## src/rtl/gpa_pkg.sv

```systemverilog
// Shared constants, FSM states and the round-robin search helper for group_port_arbiter.
package gpa_pkg;

  localparam int DATA_W   = 16;
  localparam int HEADER_W = 6;
  localparam int GRP_W    = 4;
  localparam int LEAF_W   = 2;
  localparam int GRP_MSB  = DATA_W - 1;
  localparam int GRP_LSB  = DATA_W - GRP_W;
  localparam int LEAF_MSB = DATA_W - GRP_W - 1;
  localparam int LEAF_LSB = DATA_W - HEADER_W;
  localparam int MAX_REQ  = 4;
  localparam int IDX_W    = 2;

  typedef enum logic {IDLE, HOLD} arb_state_t;

  typedef struct packed {
    logic             found;
    logic [IDX_W-1:0] idx;
  } rr_pick_t;

  // First set bit of valid_vec at or after start_idx, wrapping within num entries.
  function automatic rr_pick_t rr_pick(input logic [MAX_REQ-1:0] valid_vec,
                                       input logic [IDX_W-1:0]   start_idx,
                                       input int                 num);
    rr_pick_t         r;
    logic [IDX_W-1:0] pos;
    r.found = 1'b0;
    r.idx   = '0;
    for (int k = MAX_REQ - 1; k >= 0; k--) begin
      pos = IDX_W'((int'(start_idx) + k) % num);
      if (k < num && valid_vec[pos]) begin
        r.found = 1'b1;
        r.idx   = pos;
      end
    end
    return r;
  endfunction

endpackage

```

## src/rtl/gpa_rr_arbiter.sv

```systemverilog
// Round-robin uplink arbiter with bounded bursts; owns the FSM, burst count and last grant.
module gpa_rr_arbiter
  import gpa_pkg::*;
#(
  parameter int NUM_REQ   = 4,
  parameter int MAX_BURST = 4
) (
  input  logic               clk,
  input  logic               reset,
  input  logic [NUM_REQ-1:0] req_valid,
  input  logic               load_ok,
  output logic               grant_valid,
  output logic [IDX_W-1:0]   grant_idx
);

  arb_state_t         state, state_next;
  logic [IDX_W-1:0]   last_grant, last_next, start_idx;
  logic [3:0]         burst_cnt, burst_next;
  logic [MAX_REQ-1:0] valid_all;
  rr_pick_t           pick;

  assign valid_all = MAX_REQ'(req_valid);
  assign start_idx = IDX_W'((int'(last_grant) + 1) % NUM_REQ);
  // Searching from owner+1 visits the owner last, so it is re-picked only when it is alone.
  assign pick      = rr_pick(valid_all, start_idx, NUM_REQ);

  always_ff @(posedge clk or posedge reset) begin
    if (reset) begin
      state      <= IDLE;
      last_grant <= IDX_W'(NUM_REQ - 1);
      burst_cnt  <= '0;
    end else begin
      state      <= state_next;
      last_grant <= last_next;
      burst_cnt  <= burst_next;
    end
  end

  always_comb begin
    state_next  = state;
    last_next   = last_grant;
    burst_next  = burst_cnt;
    grant_valid = 1'b0;
    grant_idx   = last_grant;
    case (state)
      IDLE: begin
        if (load_ok && pick.found) begin
          grant_valid = 1'b1;
          grant_idx   = pick.idx;
          last_next   = pick.idx;
          burst_next  = 4'd1;
          state_next  = HOLD;
        end
      end
      HOLD: begin
        if (load_ok) begin
          if (valid_all[last_grant] && burst_cnt < 4'(MAX_BURST)) begin
            grant_valid = 1'b1;
            burst_next  = burst_cnt + 4'd1;
          end else if (pick.found) begin
            grant_valid = 1'b1;
            grant_idx   = pick.idx;
            last_next   = pick.idx;
            burst_next  = 4'd1;
          end else begin
            state_next  = IDLE;
          end
        end
      end
      default: state_next = IDLE;
    endcase
  end

endmodule

```

## src/rtl/group_port_arbiter.sv

```systemverilog
// GPU group port: arbitrated uplink to the group router and leaf-addressed downlink demux.
// Optional per-requester grant and drop statistics are enabled by defining GPA_GRANT_STATS_EN.
module group_port_arbiter #(
  parameter int NUM_REQ   = 4,
  parameter int DATA_W    = gpa_pkg::DATA_W,
  parameter int GROUP_ID  = 7,
  parameter int MAX_BURST = 4
) (
  input  logic                      clk,
  input  logic                      reset,
  input  logic [NUM_REQ*DATA_W-1:0] req_data,
  input  logic [NUM_REQ-1:0]        req_valid,
  output logic [NUM_REQ-1:0]        req_ready,
  output logic [DATA_W-1:0]         up_data,
  output logic                      up_valid,
  input  logic                      up_ready,
  input  logic [DATA_W-1:0]         dn_data,
  input  logic                      dn_valid,
  output logic                      dn_ready,
  output logic [DATA_W-1:0]         leaf_data,
  output logic [NUM_REQ-1:0]        leaf_valid,
  input  logic [NUM_REQ-1:0]        leaf_ready,
  output logic                      drop_pulse
`ifdef GPA_GRANT_STATS_EN
  ,
  input  logic                      stats_clr,
  output logic [NUM_REQ*16-1:0]     grant_cnt,
  output logic [7:0]                drop_cnt
`endif
);
  import gpa_pkg::*;

  logic                load_ok;
  logic                grant_valid;
  logic [IDX_W-1:0]    grant_idx;
  logic [DATA_W-1:0]   sel_data;
  logic [GRP_W-1:0]    dn_grp;
  logic [LEAF_W-1:0]   dn_leaf;
  logic                dn_match;
  logic [NUM_REQ-1:0]  dn_onehot;
  logic                leaf_taken;

  assign load_ok = !up_valid || up_ready;

  gpa_rr_arbiter #(
    .NUM_REQ   (NUM_REQ),
    .MAX_BURST (MAX_BURST)
  ) u_arb (
    .clk         (clk),
    .reset       (reset),
    .req_valid   (req_valid),
    .load_ok     (load_ok),
    .grant_valid (grant_valid),
    .grant_idx   (grant_idx)
  );

  always_comb begin
    sel_data  = '0;
    req_ready = '0;
    for (int i = 0; i < NUM_REQ; i++) begin
      if (grant_idx == IDX_W'(i)) begin
        sel_data     = req_data[i*DATA_W +: DATA_W];
        req_ready[i] = grant_valid;
      end
    end
  end

  always_ff @(posedge clk or posedge reset) begin
    if (reset) begin
      up_valid <= 1'b0;
      up_data  <= '0;
    end else if (grant_valid) begin
      up_valid <= 1'b1;
      up_data  <= sel_data;
    end else if (up_ready) begin
      up_valid <= 1'b0;
    end
  end

  assign dn_grp     = dn_data[DATA_W-1 -: GRP_W];
  assign dn_leaf    = dn_data[DATA_W-1-GRP_W -: LEAF_W];
  assign leaf_taken = |(leaf_valid & leaf_ready);
  assign dn_ready   = !(|leaf_valid) || leaf_taken;

  // Leaf codes with no attached NI never match, so they are dropped like foreign groups.
  always_comb begin
    dn_onehot = '0;
    dn_match  = 1'b0;
    for (int i = 0; i < NUM_REQ; i++) begin
      if (dn_leaf == LEAF_W'(i)) begin
        dn_onehot[i] = 1'b1;
        dn_match     = (dn_grp == GRP_W'(GROUP_ID));
      end
    end
  end

  always_ff @(posedge clk or posedge reset) begin
    if (reset) begin
      leaf_valid <= '0;
      leaf_data  <= '0;
      drop_pulse <= 1'b0;
    end else begin
      drop_pulse <= 1'b0;
      if (dn_valid && dn_ready) begin
        if (dn_match) begin
          leaf_valid <= dn_onehot;
          leaf_data  <= dn_data;
        end else begin
          leaf_valid <= '0;
          drop_pulse <= 1'b1;
        end
      end else if (leaf_taken) begin
        leaf_valid <= '0;
      end
    end
  end

`ifdef GPA_GRANT_STATS_EN
  always_ff @(posedge clk or posedge reset) begin
    if (reset) begin
      grant_cnt <= '0;
      drop_cnt  <= '0;
    end else if (stats_clr) begin
      grant_cnt <= '0;
      drop_cnt  <= '0;
    end else begin
      for (int i = 0; i < NUM_REQ; i++) begin
        if (grant_valid && grant_idx == IDX_W'(i) && grant_cnt[i*16 +: 16] != 16'hFFFF)
          grant_cnt[i*16 +: 16] <= grant_cnt[i*16 +: 16] + 16'd1;
      end
      if (drop_pulse && drop_cnt != 8'hFF)
        drop_cnt <= drop_cnt + 8'd1;
    end
  end
`endif

endmodule

```

## config.mk

```make
export PLATFORM = sky130hd
export DESIGN_NAME = group_port_arbiter
export DESIGN_NICKNAME = d
export VERILOG_FILES = /design/src/rtl/gpa_pkg.sv /design/src/rtl/gpa_rr_arbiter.sv /design/src/rtl/group_port_arbiter.sv
export SDC_FILE = /design/constraint.sdc
export NUM_CORES = 1
export LEC_CHECK = 0
export CAP_MARGIN = 25
export CORE_MARGIN = 4
export CORE_UTILIZATION = 41
export DETAILED_ROUTE_END_ITERATION = 10
export PLACE_DENSITY = 0.92
export SLEW_MARGIN = 20
export SYNTH_ARGS = -nofsm -noshare
export SYNTH_HDL_FRONTEND = slang
export SYNTH_SLANG_ARGS = --single-unit
```

## constraint.sdc

```tcl
create_clock -name clk -period 3.3 [get_ports clk]
set_input_delay 0.66 -clock clk [delete_from_list [all_inputs] [get_ports clk]]
set_output_delay 0.66 -clock clk [all_outputs]
set_load 0.05 [all_outputs]
```

# [Word-level counts from Yosys, hierarchy flattened]
# Index checks and enable logic that the tools add are counted.
[word_totals] ff_bits=45 latchBits=0 mem_bits_rw=0 romBits=0 inputBits=92 output_inout_bits=43 elab_cells=100 n_memories=0
[op_classes] n_addsub=5 multipliers=0 div=0 magnitude_cmp=6 eq_ne=10 n_shift=0 mux=54 n_bitwise=2 n_reduce_logical=15
[op_table] cell="$mux W16" count=4
[op_table] cell="$mux W4" count=7
[op_table] cell="$mux W1" count=26
[op_table] cell="$lt A2 B3 Y1 const B" count=5
[op_table] cell="$mux W3" count=4
[op_table] cell="$bmux W1 S2" count=5
[op_table] cell="$eq A2 B2 Y1 const B" count=4
[op_table] cell="$mux W2" count=4
[op_table] cell="$pmux W4 S2" count=1
[op_table] cell="$reduce_or A4 Y1" count=2
[op_table] cell="$add A2 B1 Y2 const B" count=2
[op_table] cell="$add A2 B2 Y2 const B" count=2
[op_table] cell="$add A4 B1 Y4 const B" count=1
[op_table] cell="$and A4 B4 Y4" count=1
[op_table] cell="$eq A2 B1 Y1 const B" count=2
[op_table] cell="$eq A4 B3 Y1 const B" count=1
[op_table] cell="$logic_not A2 Y1" count=2
[op_table] cell="$lt A4 B3 Y1 const B" count=1
[op_table] cell="$ne A2 B1 Y1 const B" count=2
[op_table] cell="$pmux W1 S2" count=2
[op_table] cell="$pmux W2 S2" count=1
[op_table] cell="$reduce_bool A2 Y1" count=2
[op_table] cell="$logic_and A1 B1 Y1" count=3
[op_table] cell="$ne A3 B3 Y1 const B" count=1
[op_table] cell="other kinds (5)" count=7

# [Logic depth before layout (Yosys ltp)]
# Gate-level depths: netlist of run 1.
[logic_depth] word_depth=17 ltp_mapped=9 ltp_nobuf=6

# [By module]
# A second synthesis of run 1 with hierarchy kept.
[unflattened] hier_cells=159 hier_area_um2=2338.5
[modules_own_cells] mod="group_port_arbiter" n_inst=1 cells_each=119 area_per_inst_um2=1918.1 seq_area_each_um2=950.9
[modules_own_cells] mod="gpa_rr_arbiter" n_inst=1 cells_each=40 area_per_inst_um2=420.4 seq_area_each_um2=177.7

# [Worst setup path before layout of run 1]
# Ideal clock, no wire load.
[synth_timing] kind="register to register" start="reg leaf_valid[1]" end="reg leaf_data[0]" setup_time_ns=0.118 t_arrival_ns=3.520 required_ns=3.182 setup_slack_ns=-0.338 stages_incl_launch_ff=6 n_path_buf=1 synth_period_minus_slack_ns=3.638 cell_sequence="dfrtp_1 > o41ai_1 > nand3_1 > buf_2 > nand2_1 > nand2_1"
[synth_between] elab_chain_cells=5 word_cells_on_any_way=7 classes_between="1 x bitwise; 6 x reduce/logical"
[synth_lines] element="start: declaration" line="group_port_arbiter.sv:21" source="output logic [NUM_REQ-1:0] leaf_valid,"
[synth_lines] element="start signal: assignment" line="group_port_arbiter.sv:106" source="leaf_valid <= dn_onehot;"
[synth_lines] element="$and A4 B4 Y4 / $reduce_or A4 Y1 (equally long branches)" line="group_port_arbiter.sv:82, group_port_arbiter.sv:83"
[synth_lines] element="$reduce_or A4 Y1 / $logic_not A1 Y1 (equally long branches)" line="group_port_arbiter.sv:82, group_port_arbiter.sv:83"
[synth_lines] element="$logic_or A1 B1 Y1 (*)" line="group_port_arbiter.sv:83" source="assign dn_ready = !(|leaf_valid) || leaf_taken;"
[synth_lines] element="via dn_ready" line="group_port_arbiter.sv:19" source="output logic dn_ready,"
[synth_lines] element="$logic_and A1 B1 Y1 (*)" line="group_port_arbiter.sv:104" source="if (dn_valid && dn_ready) begin"
[synth_lines] element="$reduce_and A2 Y1 (no line) (*)"
[synth_lines] element="end signal: assignment" line="group_port_arbiter.sv:107" source="leaf_data <= dn_data;"
[synth_lines] element="end: declaration" line="group_port_arbiter.sv:20" source="output logic [DATA_W-1:0] leaf_data,"
# The timed path passes the listed nets; every way through them passes the cells marked *.
# A chain may end at the register's enable or synchronous reset.

# [Worst setup path in the final report of run 1]
[layout_timing] start="in req_valid[0]" end="out req_ready[3]"
[layout_between] elab_chain_cells=12 word_cells_on_any_way=28 classes_between="1 x eq/ne; 25 x mux; 2 x reduce/logical"
[layout_lines] element="start: declaration" line="group_port_arbiter.sv:12" source="input logic [NUM_REQ-1:0] req_valid,"
[layout_lines] element="$bmux W1 S2" line="gpa_pkg.sv:32" source="if (k < num && valid_vec[pos]) begin"
[layout_lines] element="$mux W1 (implied by the code)" line="gpa_pkg.sv:32"
[layout_lines] element="$mux W3 (4 in series)" line="gpa_pkg.sv:32"
[layout_lines] element="$mux W2" line="gpa_rr_arbiter.sv:60" source="end else if (pick.found) begin"
[layout_lines] element="$mux W2 (2 in series)"
[layout_lines] element="$pmux W2 S2"
[layout_lines] element="$eq A2 B2 Y1" line="group_port_arbiter.sv:61" source="if (grant_idx == IDX_W'(i)) begin"
[layout_lines] element="$mux W1 (*)" line="group_port_arbiter.sv:61"
[layout_lines] element="end: declaration" line="group_port_arbiter.sv:13" source="output logic [NUM_REQ-1:0] req_ready,"
# Every way passes the cells marked *; elsewhere a longest branch is shown, timed or not. The select of a mux whose other input is x is not followed.

==> impl_metrics.tcl, run 1 <==
set metrics [dict create \
    total_via_count_after_detailed_routing 2214 \
    first_iter_violations 88 \
    yosysUniqueCellTypes 41 \
    synthToLayoutAreaGrowth_pct 66.52 \
    cts_sinks 45 \
    synth_edf_count 0 \
    hold_path_class "register to register" \
    worst_ir_drop_vdd_v 0.0007080 \
    final_core_utilization 0.7055 \
    die_h_um 83.67 \
    timing.max_cap.violations 0 \
    cp_data_arrival_time_ns 2.55 \
    setup_buffers_after_cts 0 \
    worst_r2r_path_depth 7 \
    fp.dieArea_mm2 0.007000 \
    hold-path-endpoint "leaf_data[14]" \
    pin_count 135 \
    combPwrFrac 0.631 \
    worst_setup_path_end_kind "output port" \
    route.detailed.wl_per_inst_um 15.46 \
    pwr-share-seq 0.252 \
    p_leak_nw 1.749 \
    rrSetupSlack_ns 0.93 \
    yosys_register_bits 45 \
    fin_skew_ns 0.008029 \
    globalRouteTotalUtil 0.1922 \
    grt_setup_unrepaired "no" \
    syn_area_per_cell_um2 10.48 \
    cts_buffers 5 \
    hold_path_startpoint "leaf_data[14]" \
    cts.root.buffer_cell "clkbuf_8" \
    synth_seq_area_share 0.4808 \
    power.density_mw_per_mm2 949.6 \
    number_of_global_route_vias_before_repair 2342 \
    antennaDiodeCount 0 \
    core_area_mm2 0.005540 \
    final_nets 455 \
    critical_path.reg2reg.endpoint "up_data[8]" \
    synth.top_cells.by_count "59 x nand2_1, 43 x dfrtp_1, 32 x mux2i_1" \
    critPathLaunchType "primary input" \
    final_layout_fill_cell_count 429 \
    final_layout_size_suffix_gt1_frac 0.09917 \
    count_of_pins_over_their_slew_limit 0 \
    finalSetupTns_ns 0 \
    initial_core_util 0.4237 \
    crit_type "primary input to output port" \
    critPathRequiredTime_ns 2.64 \
    cp_max_fo 6 \
    cts_tree "yes" \
    finalHoldViolations 0 \
    detail_route.vias_per_cell 5.090 \
    die_w_um 83.67 \
    insertion_delay_ns 0.29 \
    synth-main-ff-cell "dfrtp_1" \
    ys_top_cells_by_area "dfrtp_1 46%, mux2i_1 14%, nand2_1 9.4%" \
    drt-pass1-iter-count 4 \
    post-dp-hpwl_mm 5.318 \
    rr_startpoint "u_arb.last_grant[1]" \
    synth-async-reset-ratio 1.000 \
    period_share 0.9725 \
    outcome "finished, final reports clean" \
    grt_pass1_wl_mm 11.18 \
    synth_warnings 0 \
    place.port_buffers 134 \
    routability_congestion_estimate_from_global_placement 0.8552 \
    power.clock.fraction 0.117 \
    detail-route-antenna-nets 0 \
    timing_worst_slew_pin_value_ns 0.7054 \
    clock_tree_buf_depth 2 \
    worst_slew_margin_rel 0.5284 \
    holdPathStages 1 \
    clkSlewWorstSetupHoldPaths_ns 0.09 \
    synthMostInstantiatedCell "nand2_1" \
    synthDominantCellAreaShare 0.4584 \
    routed_wl_mm 6.727 \
    cell_internal_pwr_mw 1.941 \
    cts_max_level 2 \
    synth_cells 224 \
    synth.net_count 317 \
    grt_antenna_before_repair 0 \
    overflow 0 \
    drt_drc_violations_left 0 \
    post-route-min-period_ns 3.209 \
    total_switching_power_mw 1.770 \
    finalSetupViolations 0 \
    synth.cell_area_mm2 0.002347 \
    power.share.switching 0.4769 \
    clock.fmax_mhz 311.6 \
    grt_start_max_net_pins 46 \
    yosysTopAreaCell "dfrtp_1" \
    num_rows 27 \
]
[kinds of logic (layout without fill, tap and decap cells)]
group                    Yosys count  after routing  synth area share
AND/OR/NAND/NOR                   88             88            0.1647
buffers and inverters             16            155           0.05543
flip-flops                        45             45            0.4808
adder cells (fa/ha/maj)            1              1          0.005330
multiplexers                      35             35            0.1525
AO/OA/AOI/OAI                     39             39            0.1413
[final cells by class]
| type | count | area (µm²) | share of cell area |
|---|---|---|---|
| clock buffer | 6 | 82.58 | 0.02113 |
| sequential | 45 | 1129 | 0.2887 |
| inverter | 4 | 15.01 | 0.003841 |
| timing repair buffer | 143 | 1434 | 0.3668 |
| multi-input combinational | 163 | 1121 | 0.2868 |
| tap | 72 | 90.09 | 0.02305 |
| clock inverter | 2 | 37.54 | 0.009603 |
[sequential cells by signal (all words and copies together), names as in the netlist]
name and count:
drop_pulse 1, u_arb.last_grant 2, u_arb.state 1, leaf_valid 4, leaf_data 16, u_arb.burst_cnt 4
up_valid 1, up_data 16
[worst max-delay path, stage by stage]
cell and delay, ns:
clkdlybuf4s50_1 0.62, mux2_4 0.21, nand2_2 0.06, o21a_4 0.24, nand2b_1 0.16, a21o_1 0.23, nor2_1 0.20, buf_12 0.17
[cell usage in the layout, fill, tap and decap left out, types with 3 or more instances in the layout]
cell | synthesis | routed
dfrtp_1 | 43 | 43
o221ai_1 | 16 | 16
a21oi_1 | 3 | 3
nand2b_1 | 6 | 6
buf_4 | 0 | 11
nand3_1 | 3 | 3
buf_12 | 2 | 3
clkbuf_8 | 0 | 6
nor2_1 | 10 | 10
o21ai_0 | 3 | 3
nand2_1 | 59 | 59
clkdlybuf4s50_1 | 0 | 129
inv_1 | 4 | 3
mux2i_1 | 32 | 32
a22o_1 | 3 | 3
[power groups by stage]
stage	registers, mW	clock network, mW	logic [mW]
final	0.936	0.433	2.34
after detailed placement	0.943	0	2.35
after floorplan	1.61	0	0.962
after global placement	0.933	0	2.32
after CTS	0.935	0.443	2.36
after global routing	0.970	0.467	2.47
[how the worst max path moves through the flow]
| stage | slack, ns | from | end | depth (start not counted) |
|---|---|---|---|---|
| 2_1_floorplan | 0.19 | up_ready | req_ready[3] | 8 |
| 6_report | 0.09 | req_valid[0] | req_ready[3] | 8 |
| 3_3_place_gp | 0.18 | req_valid[3] | req_ready[2] | 8 |
| 4_1_cts | 0.12 | req_valid[3] | req_ready[2] | 8 |
| 5_1_grt | 0.008 | req_valid[1] | req_ready[3] | 8 |
| 3_5_place_dp | 0.13 | req_valid[3] | req_ready[2] | 8 |
[through the flow]
step / power [mW] / cells / setup WS, ns / hold WS [ns] / cell area [µm²]
final: 3.712 / 435 / 0.09089 / 0.4775 / 3909
after floorplan: 2.575 / 224 / 0.1913 / 0.4461 / 2355
after global placement: 3.252 / 426 / 0.1840 / 0.4499 / 3752
after global routing: 3.903 / 435 / 0.008455 / 0.4948 / 3909
after detailed placement: 3.294 / 426 / 0.1342 / 0.4530 / 3752
after CTS: 3.736 / 434 / 0.1183 / 0.4816 / 3872
[layer usage]
layer	GRT usage	up-vias	routed length (µm)
li1	-	1074	-
met1	0.2231	1042	2720
met2	0.3377	92	3304
met3	0.07601	6	621
met4	0.03509	0	80
met5	0	-	0
[what timing repair did]
item	in CTS	in global routing
resized for setup	0	2
setup endpoints to repair	0	3
hold buffers	0	0
(Power assumes the default switching activity.)
==> inputs of run 2 (changes only) <==
GPL_TIMING_DRIVEN = 0   (was not set)
==> run 2 against run 1 <==
  * Final area up 2.0%
  * Highest routed layer unchanged
  * Sequential cell count unchanged
  * Via count grew 3.2%
  * Worst setup slack gained 0.015 ns
  * Critical endpoint is now req_ready[2]
  * Clock skew shrank 0.0022 ns
==> impl_metrics.tcl, run 2 (synthesis results as in run 1) <==
set metrics [dict create \
    final_nets 466 \
    number_of_global_route_vias_before_repair 2391 \
    slowest_delay_ns 0.35 \
    cp_max_fo 10 \
    finalSetupViolations 0 \
    postPlaceCellArea_mm2 0.003814 \
    synthToLayoutAreaGrowth_pct 69.78 \
    core_area_mm2 0.005540 \
    die_h_um 83.67 \
    first_iter_violations 44 \
    period_share 0.9679 \
    final_core_utilization 0.7193 \
    fp.dieArea_mm2 0.007000 \
    worst_r2r_path_depth 10 \
    cp_data_arrival_time_ns 2.53 \
    largestRegisters "leaf_data (16), up_data (16)" \
    crit_end "req_ready[2]" \
    post-place-ws_ns -0.7449 \
    instances_no_fill 445 \
    detail_route.vias_per_cell 5.133 \
    worst_slew_margin_rel 0.6481 \
    grt_antenna_before_repair 0 \
    detail-route-antenna-nets 0 \
    finalHoldViolations 0 \
    cts.root.buffer_cell "clkbuf_8" \
    rr_startpoint "u_arb.last_grant[1]" \
    clock.fmax_mhz 313.1 \
    drt_drc_violations_left 0 \
    total_via_count_after_detailed_routing 2284 \
    num_rows 27 \
    critPathBufInv 4 \
    cts_max_level 2 \
    most-common-layout-cells "125 x clkdlybuf4s50_1, 59 x nand2_1, 43 x dfrtp_1, 32 x mux2i_1, 16 x o221ai_1" \
    cts_tree "yes" \
    count_of_pins_over_their_slew_limit 0 \
    worst_ir_drop_vdd_v 0.0006924 \
    final_design_area_no_fill_mm2 0.003985 \
    route.detailed.wl_per_inst_um 16.00 \
    post-dp-hpwl_mm 5.422 \
    rrSetupSlack_ns 0.96 \
    cts_buffers 5 \
    clkSlewWorstSetupHoldPaths_ns 0.08 \
    power.density_mw_per_mm2 955.9 \
    placedCellCount 431 \
    critPathLaunchType "primary input" \
    critical-path-slowest-cell "dlygate4sd2_1" \
    globalRouteTotalUtil 0.1988 \
    timing_worst_slew_pin_value_ns 0.5263 \
    critPathRequiredTime_ns 2.64 \
    crit_type "primary input to output port" \
    hold_slack_ns 0.4755 \
    layout.cells.most_common "clkdlybuf4s50_1" \
    timing.max_cap.violations 0 \
    hold_path_class "register to register" \
    fin_skew_ns 0.005817 \
    grt_pass1_wl_mm 11.56 \
    initial_core_util 0.4237 \
    postLayoutSetupSlackWorst_ns 0.1059 \
    antennaDiodeCount 0 \
    critical_path.cell_chain "dlygate4sd2_1 -> mux2_4 -> nand2_2 -> o21a_4 -> nand2b_1 -> a21o_1 -> buf_2 -> buf_2 -> nor2_1 -> buf_4" \
    grt_setup_unrepaired "no" \
    post-route-min-period_ns 3.194 \
    critPathLaunch "req_valid[2]" \
    overflow 0 \
    outcome "finished, final reports clean" \
    insertion_delay_ns 0.28 \
    die_w_um 83.67 \
    routed_wl_mm 7.120 \
    crit_path_frequent_cell "buf_2" \
    routability_congestion_estimate_from_global_placement 0.8246 \
    place.port_buffers 134 \
    cts_hold_buf 0 \
    drt-pass1-iter-count 4 \
    grt_start_max_net_pins 24 \
    cp_num_cells 10 \
    final_layout_size_suffix_gt1_frac 0.1206 \
    worst_setup_path_end_kind "output port" \
    pin_count 135 \
    cts_sinks 45 \
    worst_path_dominant_cell_family "buffers and inverters" \
    critical_path.reg2reg.endpoint "up_data[8]" \
    clock_tree_buf_depth 2 \
    p_leak_nw 1.807 \
]
[run 2: cell count changes in the layout (fill, tap and decap cells not counted), moves of 2 or more]
cell and delta:
buf_6 +5, dlygate4sd2_1 +3, clkdlybuf4s50_1 -4, buf_2 +4, clkbuf_1 +2, buf_4 -3
[run 2: cell type report]
type                    instances  area [µm²]
plain buffers                  12       115.1
clock buffers                   5       68.82
clock inverters                 2       35.03
fillers                       446        1555
inverters                       4       15.01
multi-input cells             163        1122
flip-flops and latches         45        1129
well taps                      72       90.09
repair buffers                142        1410
[run 2: routing by layer]
metal / GRT usage / vias to the layer above / share of wire
li1: - / 1091 / -
met1: 0.2369 / 1073 / 0.40
met2: 0.3398 / 107 / 0.49
met3: 0.06910 / 13 / 0.087
met4: 0.05409 / 0 / 0.016
met5: 0 / - / 0
[run 2: power by group]
part | switching, mW | internal, mW | leakage (nW)
sequential | 0.141 | 0.786 | 0.551
clock | 0.171 | 0.220 | 0.0540
combinational | 1.48 | 1.01 | 1.20
[run 2: how the worst min path moves through the flow]
stage	start	end	slack (ns)	cells after the start
final	leaf_data[14]	leaf_data[14]	0.48	1
after global routing	leaf_data[4]	leaf_data[4]	0.51	2
after CTS	leaf_data[12]	leaf_data[12]	0.48	1
after detailed placement	leaf_data[14]	leaf_data[14]	0.45	1
after global placement	leaf_data[13]	leaf_data[13]	0.45	1
after floorplan	u_arb.burst_cnt[0]	u_arb.burst_cnt[0]	0.45	1
[run 2: what timing repair did]
action / CTS / global route
pin swaps: 0 / 2
buffers inserted: 0 / 7
resized for setup: 32 / 5
setup endpoints to repair: 4 / 4
[run 2: per-stage QoR]
step / power, mW / TNS [ns]
finish: 3.809 / 0
global route: 4.011 / 0
CTS: 3.758 / 0
detailed placement: 3.358 / -2.906
global placement: 3.305 / -2.688
floorplan: 2.575 / 0
